### src/rtl/peak_dpu_pkg.sv
// Shared DPU definitions: issue-queue sizing and the decoded packet layout
// used by decode, the issue queue and dispatch.
package peak_dpu_pkg;

    localparam int unsigned DPU_IQ_DEPTH = 4;
    localparam int unsigned DPU_IQ_PW    = 2;
    localparam int unsigned DPU_PKT_W    = 64;

    // Packet field offsets (LSB of each field)
    localparam int unsigned DPU_PKT_PC_LSB      = 0;
    localparam int unsigned DPU_PKT_CLS_LSB     = 32;
    localparam int unsigned DPU_PKT_RD_LSB      = 36;
    localparam int unsigned DPU_PKT_RD_VLD_BIT  = 41;
    localparam int unsigned DPU_PKT_RS1_LSB     = 42;
    localparam int unsigned DPU_PKT_RS1_VLD_BIT = 47;
    localparam int unsigned DPU_PKT_RS2_LSB     = 48;
    localparam int unsigned DPU_PKT_RS2_VLD_BIT = 53;
    localparam int unsigned DPU_PKT_IMM_LSB     = 54;

    // Decoded packet; field order mirrors the offsets above (MSB first)
    typedef struct packed {
        logic [9:0]  imm;
        logic        rs2_vld;
        logic [4:0]  rs2;
        logic        rs1_vld;
        logic [4:0]  rs1;
        logic        rd_vld;
        logic [4:0]  rd;
        logic [3:0]  cls;
        logic [31:0] pc;
    } dpu_pkt_t;

endpackage

### src/rtl/peak_dpu_iss_queue_if.sv
// Decode/dispatch-facing signal bundle of the issue queue.
interface peak_dpu_iss_queue_if #(
    parameter int unsigned DW = 64,
    parameter int unsigned PW = 2
);
    logic          dec_instr0_vld;
    logic [DW-1:0] dec_instr0_data;
    logic          dec_instr1_vld;
    logic [DW-1:0] dec_instr1_data;
    logic          dec_rdy;
    logic          instr0_vld;
    logic [DW-1:0] instr0_data;
    logic          instr1_vld;
    logic [DW-1:0] instr1_data;
    logic          instr0_cannot_iss;
    logic          instr1_cannot_iss;
    logic [PW:0]   iq_cnt;
    logic          iq_empty;

    // Decode and dispatch side (drives packets and verdicts)
    modport master (
        output dec_instr0_vld, dec_instr0_data, dec_instr1_vld, dec_instr1_data,
        output instr0_cannot_iss, instr1_cannot_iss,
        input  dec_rdy, instr0_vld, instr0_data, instr1_vld, instr1_data,
        input  iq_cnt, iq_empty
    );

    // Issue queue side
    modport slave (
        input  dec_instr0_vld, dec_instr0_data, dec_instr1_vld, dec_instr1_data,
        input  instr0_cannot_iss, instr1_cannot_iss,
        output dec_rdy, instr0_vld, instr0_data, instr1_vld, instr1_data,
        output iq_cnt, iq_empty
    );
endinterface

### src/rtl/peak_dpu_iq_ram.sv
// Issue-queue storage: two write ports at consecutive slots, two async
// read ports at consecutive slots. Contents are not reset.
module peak_dpu_iq_ram #(
    parameter int unsigned DEPTH = 4,
    parameter int unsigned DW    = 64,
    parameter int unsigned PW    = 2
) (
    input  logic          clk,
    input  logic          we0,
    input  logic          we1,
    input  logic [PW-1:0] wr_ptr,
    input  logic [DW-1:0] wd0,
    input  logic [DW-1:0] wd1,
    input  logic [PW-1:0] rd_ptr,
    output logic [DW-1:0] rd0,
    output logic [DW-1:0] rd1
);
    logic [DW-1:0] mem [DEPTH];
    logic [PW-1:0] wr_ptr1;
    logic [PW-1:0] rd_ptr1;

    // Second port addresses wrap modulo DEPTH
    always_comb begin
        wr_ptr1 = wr_ptr + PW'(1);
        rd_ptr1 = rd_ptr + PW'(1);
    end

    // Write slot 0 at wr_ptr and slot 1 at the next entry
    always_ff @(posedge clk) begin
        if (we0) mem[wr_ptr]  <= wd0;
        if (we1) mem[wr_ptr1] <= wd1;
    end

    // Asynchronous reads of the two oldest entries
    always_comb begin
        rd0 = mem[rd_ptr];
        rd1 = mem[rd_ptr1];
    end
endmodule

### src/rtl/peak_dpu_iss_queue.sv
// Dual-issue in-order instruction queue between decode and dispatch.
// Accepts up to two packets per cycle, presents the two oldest, and
// retires 0/1/2 per cycle from dispatch's cannot-issue verdicts.
module peak_dpu_iss_queue
    import peak_dpu_pkg::*;
#(
    parameter int unsigned DEPTH = DPU_IQ_DEPTH,
    parameter int unsigned DW    = DPU_PKT_W,
    parameter int unsigned PW    = DPU_IQ_PW
) (
    input  logic                 clk,
    input  logic                 rst_n,
    input  logic                 flush,
    peak_dpu_iss_queue_if.slave  iq
);
    logic [PW-1:0] rd_ptr_q, rd_ptr_d;
    logic [PW-1:0] wr_ptr_q, wr_ptr_d;
    logic [PW:0]   cnt_q, cnt_d;
    logic          dec_rdy;
    logic          instr0_vld;
    logic          instr1_vld;
    logic          we0, we1;
    logic          pop0, pop1;
    logic [1:0]    push_n, pop_n;

    // Handshake, presentation and push/pop decode; dec_rdy uses only the
    // registered count so cannot_iss never reaches decode combinationally
    always_comb begin
        dec_rdy    = (cnt_q <= (PW+1)'(DEPTH - 2));
        instr0_vld = (cnt_q != '0) && !flush;
        instr1_vld = (cnt_q >= (PW+1)'(2)) && !flush;
        we0        = dec_rdy && !flush && iq.dec_instr0_vld;
        we1        = we0 && iq.dec_instr1_vld;
        pop0       = instr0_vld && !iq.instr0_cannot_iss;
        pop1       = pop0 && instr1_vld && !iq.instr1_cannot_iss;
        push_n     = {1'b0, we0} + {1'b0, we1};
        pop_n      = {1'b0, pop0} + {1'b0, pop1};
    end

    // Next pointers and count; flush overrides push and pop
    always_comb begin
        rd_ptr_d = rd_ptr_q;
        wr_ptr_d = wr_ptr_q;
        cnt_d    = cnt_q;
        if (flush) begin
            rd_ptr_d = '0;
            wr_ptr_d = '0;
            cnt_d    = '0;
        end else begin
            rd_ptr_d = rd_ptr_q + PW'(pop_n);
            wr_ptr_d = wr_ptr_q + PW'(push_n);
            cnt_d    = cnt_q + (PW+1)'(push_n) - (PW+1)'(pop_n);
        end
    end

    // Pointer and count registers
    always_ff @(posedge clk or negedge rst_n) begin
        if (!rst_n) begin
            rd_ptr_q <= '0;
            wr_ptr_q <= '0;
            cnt_q    <= '0;
        end else begin
            rd_ptr_q <= rd_ptr_d;
            wr_ptr_q <= wr_ptr_d;
            cnt_q    <= cnt_d;
        end
    end

    peak_dpu_iq_ram #(
        .DEPTH (DEPTH),
        .DW    (DW),
        .PW    (PW)
    ) u_ram (
        .clk    (clk),
        .we0    (we0),
        .we1    (we1),
        .wr_ptr (wr_ptr_q),
        .wd0    (iq.dec_instr0_data),
        .wd1    (iq.dec_instr1_data),
        .rd_ptr (rd_ptr_q),
        .rd0    (iq.instr0_data),
        .rd1    (iq.instr1_data)
    );

    assign iq.dec_rdy    = dec_rdy;
    assign iq.instr0_vld = instr0_vld;
    assign iq.instr1_vld = instr1_vld;
    assign iq.iq_cnt     = cnt_q;
    assign iq.iq_empty   = (cnt_q == '0);

    // Decode protocol checks: slot 1 alone, or pushing while not ready
    a_slot1_alone: assert property (@(posedge clk) disable iff (!rst_n)
        !(iq.dec_instr1_vld && !iq.dec_instr0_vld))
        else $warning("iss_queue: dec_instr1_vld without dec_instr0_vld ignored");

    a_push_not_rdy: assert property (@(posedge clk) disable iff (!rst_n)
        !(iq.dec_instr0_vld && !dec_rdy && !flush))
        else $warning("iss_queue: push while dec_rdy=0 dropped");
endmodule

### src/flat_wrapper.sv
// flat-port wrapper written by rule: the top's interface ports become plain ports
module peak_dpu_iss_queue_flat import peak_dpu_pkg::*;
#(
    parameter int unsigned DEPTH = DPU_IQ_DEPTH,
    parameter int unsigned DW    = DPU_PKT_W,
    parameter int unsigned PW    = DPU_IQ_PW
)
  (clk, rst_n, flush, iq_dec_instr0_vld, iq_dec_instr0_data, iq_dec_instr1_vld, iq_dec_instr1_data, iq_instr0_cannot_iss, iq_instr1_cannot_iss, iq_dec_rdy, iq_instr0_vld, iq_instr0_data, iq_instr1_vld, iq_instr1_data, iq_iq_cnt, iq_iq_empty);
  peak_dpu_iss_queue_if #(.DW(DW), .PW(PW)) iq_i ();
  input  logic clk;
  input  logic rst_n;
  input  logic flush;
  input wire logic [$bits(iq_i.dec_instr0_vld)-1:0] iq_dec_instr0_vld;
  input wire logic [$bits(iq_i.dec_instr0_data)-1:0] iq_dec_instr0_data;
  input wire logic [$bits(iq_i.dec_instr1_vld)-1:0] iq_dec_instr1_vld;
  input wire logic [$bits(iq_i.dec_instr1_data)-1:0] iq_dec_instr1_data;
  input wire logic [$bits(iq_i.instr0_cannot_iss)-1:0] iq_instr0_cannot_iss;
  input wire logic [$bits(iq_i.instr1_cannot_iss)-1:0] iq_instr1_cannot_iss;
  output wire logic [$bits(iq_i.dec_rdy)-1:0] iq_dec_rdy;
  output wire logic [$bits(iq_i.instr0_vld)-1:0] iq_instr0_vld;
  output wire logic [$bits(iq_i.instr0_data)-1:0] iq_instr0_data;
  output wire logic [$bits(iq_i.instr1_vld)-1:0] iq_instr1_vld;
  output wire logic [$bits(iq_i.instr1_data)-1:0] iq_instr1_data;
  output wire logic [$bits(iq_i.iq_cnt)-1:0] iq_iq_cnt;
  output wire logic [$bits(iq_i.iq_empty)-1:0] iq_iq_empty;
  assign iq_i.dec_instr0_vld = iq_dec_instr0_vld;
  assign iq_i.dec_instr0_data = iq_dec_instr0_data;
  assign iq_i.dec_instr1_vld = iq_dec_instr1_vld;
  assign iq_i.dec_instr1_data = iq_dec_instr1_data;
  assign iq_i.instr0_cannot_iss = iq_instr0_cannot_iss;
  assign iq_i.instr1_cannot_iss = iq_instr1_cannot_iss;
  assign iq_dec_rdy = iq_i.dec_rdy;
  assign iq_instr0_vld = iq_i.instr0_vld;
  assign iq_instr0_data = iq_i.instr0_data;
  assign iq_instr1_vld = iq_i.instr1_vld;
  assign iq_instr1_data = iq_i.instr1_data;
  assign iq_iq_cnt = iq_i.iq_cnt;
  assign iq_iq_empty = iq_i.iq_empty;
  peak_dpu_iss_queue #(.DEPTH(DEPTH), .DW(DW), .PW(PW)) u_core (.clk(clk), .rst_n(rst_n), .flush(flush), .iq(iq_i));
endmodule
### config.mk
export PLATFORM = sky130hd
export DESIGN_NAME = peak_dpu_iss_queue_flat
export DESIGN_NICKNAME = d
export VERILOG_FILES = /design/src/rtl/peak_dpu_pkg.sv /design/src/rtl/peak_dpu_iss_queue_if.sv /design/src/rtl/peak_dpu_iq_ram.sv /design/src/rtl/peak_dpu_iss_queue.sv /design/src/flat_wrapper.sv
export SDC_FILE = /design/constraint.sdc
export NUM_CORES = 1
export LEC_CHECK = 0
export BUFFER_PORTS_ARGS = -buffer_cell sky130_fd_sc_hd__buf_2
export CAP_MARGIN = 30
export CELL_PAD_IN_SITES_DETAIL_PLACEMENT = 0
export CELL_PAD_IN_SITES_GLOBAL_PLACEMENT = 1
export CORE_MARGIN = 5
export CORE_UTILIZATION = 34
export DETAILED_ROUTE_END_ITERATION = 8
export PLACE_DENSITY_LB_ADDON = 0.05
export SYNTH_ARGS = -nofsm -noshare
export SYNTH_HDL_FRONTEND = slang
export SYNTH_SLANG_ARGS = --single-unit
### constraint.sdc
create_clock -name clk -period 18.1 [get_ports clk]
set_clock_uncertainty 0.05 [all_clocks]
set_input_delay 5.43 -clock clk [delete_from_list [all_inputs] [get_ports clk]]
set_output_delay 5.43 -clock clk [all_outputs]
set_load 0.03 [all_outputs]
; Word level (Yosys, flattened, before mapping)
; Memories as Yosys holds them, arrays and structs flattened.
; Cells that the tools add are included.
[word_totals]
out_inout_bits = 135
input_bits = 135
ram_bits = 256
n_memories = 1
word_cells = 34
ff_bits = 7
[classes]
reduce_logical = 13
addsub = 8
magnitude_cmp = 2
n_mux = 7
[memory_table]
columns = name, depth, width, read_ports, rd_clocked_by_memory_dff, wr, line_no
row1 = u_core.u_ram.mem, 4, 64, 2, 0, 2, peak_dpu_iq_ram.sv:18  ; logic [DW-1:0] mem [DEPTH];
[op_table]
columns = cell, count
row1 = logical AND 1 bit, 8
row2 = adder 1 x 1 -> 2 bit, 2
row3 = adder 2 x 1 -> 2 bit (second input constant), 2
row4 = adder 2 bit, 2
row5 = 2-to-1 mux 1 bit, 4
row6 = 2-to-1 mux 2 bit, 2
row7 = adder 3 x 2 -> 3 bit, 1
row8 = greater-or-equal comparator 3 x 2 -> 1 bit (second input constant), 1
row9 = less-or-equal comparator 3 x 2 -> 1 bit (second input constant), 1
row10 = zero test 1 bit, 3
row11 = zero test 3 bit, 1
row12 = 2-to-1 mux 3 bit, 1
row13 = nonzero test 3 bit, 1
row14 = subtractor 3 x 2 -> 3 bit, 1

; Longest topological paths before layout
; Gate-level depths: netlist of the first run.
[depth]
ltp_word = 8
depth_mapped = 10
mapped_depth_nobuf = 10

; Cells and area by module
; Synthesis of the first run repeated with hierarchy kept, for this count alone.
[unflattened]
hier_cells = 754
area_unflattened_um2 = 14466.4
[by_module_without_submodules]
columns = module, n_inst, seq_area_each_um2, area_per_inst_um2, cells_each
row1 = peak_dpu_iq_ram, 1, 7687.4, 13994.7, 707
row2 = peak_dpu_iss_queue, 1, 175.2, 471.7, 47

; Worst setup path before layout of the first run
; OpenSTA, ideal clock, no wires.
[synth_path]
kind = input port to output port
startpoint = in flush
endpoint = out iq_instr0_vld
required_time_ps = 12620
slack_ps = 6573
t_arrival_ps = 6047
path_stages = 2
cell_sequence = clkbuf_1 -> nor2_1
[synth_via]
elab_chain_len = 2
[synth_rtl]
columns = item, line_no
row1 = from (decl), flat_wrapper.sv:12  ; input logic flush;
row2 = zero test 1 bit, peak_dpu_iss_queue.sv:30  ; instr0_vld = (cnt_q != '0) && !flush;
row3 = logical AND 1 bit, peak_dpu_iss_queue.sv:30
row4 = to (decl), flat_wrapper.sv:20  ; output wire logic [$bits(iq_i.instr0_vld)-1:0] iq_instr0_vld;
; Every way passes these cells.

; Final worst setup path of the first run
[layout_path]
startpoint = in flush
endpoint = out iq_instr1_vld
[layout_via]
elab_chain_len = 2
[layout_rtl]
columns = item, line_no
row1 = zero test 1 bit, peak_dpu_iss_queue.sv:31  ; instr1_vld = (cnt_q >= (PW+1)'(2)) && !flush;
row2 = logical AND 1 bit, peak_dpu_iss_queue.sv:31
row3 = to (decl), flat_wrapper.sv:22  ; output wire logic [$bits(iq_i.instr1_vld)-1:0] iq_instr1_vld;
; Every way passes these cells.

==> results of run 1 <==
==> sequential cells by signal, indices dropped and copies added (netlist names) <==
name and count:
u_core.u_ram.mem 256, u_core.iq.iq_cnt 3, u_core.rd_ptr_q 2, u_core.wr_ptr_q 2
==> path summary, 6_finish.rpt <==
| path | startpoint | end |
|---|---|---|
| worst max-delay path | flush | iq_instr1_vld |
| worst min register to register | u_core.iq.iq_cnt[2] | u_core.iq.iq_cnt[2] |
| worst min-delay path | u_core.iq.iq_cnt[2] | u_core.iq.iq_cnt[2] |
| worst max register to register | u_core.iq.iq_cnt[1] | u_core.u_ram.mem[1][35] |
| max in group asynchronous | rst_n | u_core.rd_ptr_q[0] |
| min in group asynchronous | rst_n | u_core.wr_ptr_q[1] |
==> per-layer routing <==
layer  share of wire (%)  vias to the layer above
li1                    -                     3740
met5                0.16                        -
met1                  43                     4413
met3                 6.2                       43
met4                 1.4                       10
met2                  50                      220
==> stage by stage <==
| stage | power, W | setup slack (ns) | hold WS, ns | cell area, sq um |
|---|---|---|---|---|
| floorplan | 0.001233 | 6.573 | 0.5499 | 14360 |
| global placement | 0.001422 | 6.687 | 0.7620 | 16220 |
| detailed placement | 0.001428 | 6.699 | 0.7220 | 16270 |
| CTS | 0.002091 | 6.695 | 0.7502 | 17320 |
| global route | 0.002147 | 6.644 | 0.8380 | 17320 |
| finish | 0.002047 | 6.706 | 0.7479 | 17320 |
==> worst max-delay path: stages <==
cell and delay [ns]:
buf_2 0.17, nor2_1 0.11, buf_2 0.20
==> cell usage after synthesis <==
library cell / count / share of area, %
inv_1: 4 / 0.10
dfrtp_1: 7 / 1.2
and2b_1: 1 / 0.052
ha_1: 5 / 0.44
nor2b_1: 5 / 0.22
nand3_1: 1 / 0.035
o31ai_1: 1 / 0.052
nand3b_1: 1 / 0.052
buf_2: 38 / 1.3
nor4_1: 1 / 0.044
o21ai_0: 1 / 0.035
xnor2_1: 3 / 0.18
mux2_1: 25 / 2.0
buf_6: 10 / 0.78
nand2b_1: 1 / 0.044
and2_1: 1 / 0.044
mux4_2: 128 / 20
xor2_1: 2 / 0.12
clkbuf_1: 8 / 0.21
nor2_1: 9 / 0.24
a31oi_1: 1 / 0.044
mux2_2: 231 / 18
nand4_1: 3 / 0.13
fa_1: 2 / 0.28
nor3b_1: 2 / 0.10
buf_1: 1 / 0.026
edfxtp_1: 256 / 54
a21oi_4: 1 / 0.11
nor3_1: 3 / 0.10
nand4_4: 2 / 0.30
==> power by group <==
group / internal [W] / total (W) / switching [W]
Sequential: 0.000719 / 0.000752 / 0.0000337
Clock: 0.000385 / 0.000643 / 0.000258
Combinational: 0.000256 / 0.000652 / 0.000395
==> cells by family after synthesis <==
logic type,count (synthesis),share of synthesized area (%)
buffers and inverters,61,2.449
multiplexers,384,40.16
XOR/XNOR,5,0.3051
adder cells (fa/ha/maj),7,0.7147
flip-flops,263,54.77
AO/OA/AOI/OAI,4,0.2441
AND/OR/NAND/NOR,30,1.360
==> final cells by class <==
cell class / count / area, sq um
antenna: 2 / 5.005
clock buffer: 48 / 967.2
clock inverter: 13 / 78.83
fill: 3865 / 24530
inverter: 4 / 15.01
multi-input combinational: 430 / 6177
sequential: 263 / 7870
tap: 539 / 674.4
timing repair buffer: 289 / 1536
==> impl_metrics.csv, run 1 <==
group,metric,value,unit
setup_path,r2r_setup_slack,15.21,ns
cts,root_buffer,"clkbuf_16",
global_route,grt_use_met2,28.33,%
timing,fmax,87.76,MHz
setup_path,setup.worst_path.class,"in -> out",
place,hpwlAfterDp,24.73,mm
timing,post-route-period-util,62.95,%
timing,hold_viol_final,0,
route,drt_pass1_iterations,6,
power,worst_ir_drop_vdd,66.12,uV
place,place_congestion,0.6931,
logic_synthesis,syn_area,14360,sq um
cts,insertion_delay,0.54,ns
floorplanning,ioPinCount,270,
timing,slew_headroom,41.30,%
cts,cts_sinks,263,
finish,final_cell_mix,"buf_2 (269), edfxtp_1 (256), mux2_2 (231), mux4_2 (128), clkbuf_16 (37)",
global_route,grt_max_degree,60,
route,vias,8426,
global_route,top_usage_layer,"met2",
finish,utilization,41.39,%
logic_synthesis,netlist-cell-type-count,30,
finish,drive_gt1_share,66.67,%
finish,area_growth,20.67,%
cts,clkTransAtPathRegs,0.05,ns
flow_run,max_cap_violations,0,
timing,worst_slew_pin_slew,0.8788,ns
min_path,hold_depth,3,
setup_path,crit_path_max_fanout,13,
logic_synthesis,syn_inst,754,
cts,post-cts-setup-buffers,0,
place,numPortBuffers,269,
floorplanning,placementRows,75,
route,wirelength,39.35,mm
logic_synthesis,ys_warn_count,0,
global_route,grt_first_pass_wirelength,59.08,mm
setup_path,arrival,5.91,ns
power,powerDensity,118.2,nW/um^2
floorplanning,core,41850,sq um
setup_path,worstPathRequired,12.62,ns
global_route,track_usage,16.70,%
logic_synthesis,ys_ff_latch,263,
global_route,grt_util_met1,21.51,%
cts,cts_max_path_buffers,3,
timing,tns,0,ns
route,via_per_inst,5.306,
place,dp_cells,1525,
route,antenna_left,0,
logic_synthesis,postSynthAreaPerCell,19.04,sq um
logic_synthesis,synth_fp_nets,896,
setup_path,cp-end-kind,"output port",
global_route,grt_pass1_vias,9245,
timing,setup_violations,0,
finish,nNetsFinal,1164,
power,power_leakage,6.024,nW
global_route,overflow,0,
global_route,antenna_found_initial,6,
logic_synthesis,ys_seq_area_share,54.77,%
floorplanning,die_w,215.5,um
floorplanning,die_h,215.5,um
finish,fin_cells,1588,
floorplanning,initial_core_util,34.30,%
min_path,worst_hold_path_type,"reg -> reg",
cts,cts_tree,"yes",
timing,rsz0062_at_grt,"false",
setup_path,reg2reg_depth,4,
setup_path,startpoint_type,"input pin",
route,dr.first_iter.drc_count,435,
status,status,"finished, final reports clean",
timing,slew_viol_final,0,
global_route,grt_util_met3,4.905,%
route,drt-wirelength-per-cell,24.78,um
cts,ctsResizeCount,0,
timing,min_period,11.39,ns
route,drc,0,
cts,h-tree-depth,2,
cts,cts_hold_buf,0,
finish,layout_commonest_cell,"buf_2",
floorplanning,die-area,46430,sq um
cts,cts_buffers,34,
Note: power is estimated with default switching activity, not from simulation.
==> inputs of run 2 (changes only) <==
- clock period: 18.1 -> 9.7 ns (I/O delays scaled with it)
==> impl_metrics.csv, run 2 (synthesis gave the netlist of run 1 again) <==
group,metric,value,unit
route,wl_met3,2.441,mm
setup_path,path_delay_family,"buffers and inverters",
timing,fmax,157.2,MHz
route,dr.first_iter.drc_count,465,
route,top_layer,"met5",
finish,drive_gt1_share,67.02,%
floorplanning,die-area,46430,sq um
place,dpl_cell_area,16230,sq um
setup_path,crit_path_max_fanout,13,
cts,root_buffer,"clkbuf_16",
place,numPortBuffers,269,
power,powerDensity,214.3,nW/um^2
cts,clkTransAtPathRegs,0.06,ns
global_route,overflow,0,
setup_path,cp-end-kind,"output port",
route,met2_length,19.65,mm
setup_path,worstPathCellList,"buf_2 > nor2_1 > buf_2",
place,hpwlAfterDp,24.66,mm
timing,tns,0,ns
finish,final_cell_mix,"buf_2 (269), edfxtp_1 (256), mux2_2 (231), mux4_2 (128), clkbuf_16 (31)",
power,power_leakage,5.947,nW
floorplanning,initial_core_util,34.30,%
floorplanning,die_w,215.5,um
cts,insertion_delay,0.56,ns
power,p_sw_share,34.27,%
route,drc,0,
timing,setup_violations,0,
setup_path,setup.worst_path.class,"in -> out",
finish,fillers,3874,
global_route,grt_first_pass_wirelength,59.52,mm
cts,cts_sinks,263,
finish,area_growth,19.44,%
route,drt-met1-wl,16.66,mm
cts,cts_hold_buf,0,
finish,design_area,17150,sq um
route,drt-wirelength-per-cell,25.00,um
place,place_congestion,0.7043,
power,internal-power,0.002416,W
global_route,track_usage,16.58,%
setup_path,cp_common_cell,"buf_2",
global_route,grt_max_degree,105,
power,p_sw,0.001259,W
route,wirelength,39.50,mm
route,drt_pass1_iterations,4,
finish,regMostFlops,"u_core.u_ram.mem",
floorplanning,core,41850,sq um
route,vias,8432,
cts,cts_tree,"yes",
setup_path,startpoint_type,"input pin",
timing,min_period,6.362,ns
floorplanning,placementRows,75,
power,pwr-share-seq,38.2,%
floorplanning,ioPinCount,270,
cts,ctsResizeCount,0,
setup_path,arrival,3.40,ns
cts,cts_max_path_buffers,3,
flow_run,max_cap_violations,0,
timing,rsz0062_at_grt,"false",
timing,worst_slew_pin_slew,0.9559,ns
power,worst_ir_drop_vdd,143.8,uV
timing,post-route-period-util,65.58,%
cts,cts_buffers,31,
floorplanning,die_h,215.5,um
cts,post-cts-setup-buffers,0,
setup_path,cp_slowest_cell,"buf_2",
setup_path,slowest_delay,0.20,ns
timing,hold_viol_final,0,
power,pwr-share-comb,32.7,%
power,pwr-share-clk,29.1,%
min_path,worst_hold_path_type,"reg -> reg",
timing,slew_viol_final,0,
timing,slew_headroom,36.15,%
route,via_per_inst,5.337,
finish,largest_reg_flops,256,
global_route,antenna_found_initial,8,
finish,nNetsFinal,1159,
global_route,grt_pass1_vias,9239,
cts,h-tree-depth,1,
finish,layout_commonest_cell,"buf_2",
status,status,"finished, final reports clean",
setup_path,critPathBufInv,2,
setup_path,worstPathRequired,6.74,ns
route,antenna_left,0,
==> run 2: final cells by class <==
cell class	count	area, sq um	share of cell area (%)
multi-input combinational	430	6177	36.02
timing repair buffer	287	1498	8.734
tap	539	674.4	3.933
antenna	1	2.502	0.01459
clock inverter	20	116.4	0.6786
clock buffer	36	794.5	4.633
inverter	4	15.01	0.08756
sequential	263	7870	45.90
==> run 2: path summary, 6_finish.rpt <==
| check | start | to | slack, ns | cells after the start |
|---|---|---|---|---|
| worst max-delay path | flush | iq_instr1_vld | 3.34 | 3 |
| worst min-delay path | u_core.wr_ptr_q[0] | u_core.wr_ptr_q[0] | 0.76 | 2 |
| worst max register to register | u_core.iq.iq_cnt[1] | u_core.u_ram.mem[1][35] | 6.66 | 5 |
| worst min register to register | u_core.wr_ptr_q[0] | u_core.wr_ptr_q[0] | 0.76 | 2 |
| max in group asynchronous | rst_n | u_core.rd_ptr_q[0] | 7.27 | 1 |
| min in group asynchronous | rst_n | u_core.iq.iq_cnt[2] | 2.13 | 1 |
==> run 2: worst reg2reg max path, delay by kind of cell, from the launching register on <==
family / cells / cell delay (ns)
AOI/OAI and AO/OA: 1 / 0.38
buffers and inverters: 2 / 0.73
DFF: 1 / 0.45
and+or+nand+nor: 2 / 1.02
==> run 2: power by group through the flow <==
stage | combinational [W] | sequential, W | clock (W)
5_1_grt | 0.00128 | 0.00142 | 0.00115
6_report | 0.00120 | 0.00141 | 0.00107
4_1_cts | 0.00123 | 0.00141 | 0.00111
3_3_place_gp | 0.00122 | 0.00143 | 0
2_1_floorplan | 0.000894 | 0.00141 | 0
3_5_place_dp | 0.00123 | 0.00143 | 0
==> run 2: through the flow <==
stage	hold WS [ns]	cells	total power [W]	utilization, %	setup slack, ns
global route	0.8245	1579	0.003848	40.97	3.270
finish	0.7641	1580	0.003675	40.97	3.338
floorplan	0.5499	754	0.002300	-	0.8726
detailed placement	0.7561	1523	0.002656	38.79	3.343
CTS	0.7778	1579	0.003743	40.97	3.340
global placement	0.7626	1522	0.002652	38.76	3.328
==> run 2: routing by layer <==
| layer | vias to the layer above | track usage (%) |
|---|---|---|
| li1 | 3713 | - |
| met1 | 4441 | 21.55 |
| met2 | 205 | 28.68 |
| met3 | 57 | 4.302 |
| met4 | 16 | 2.624 |
| met5 | - | 0 |
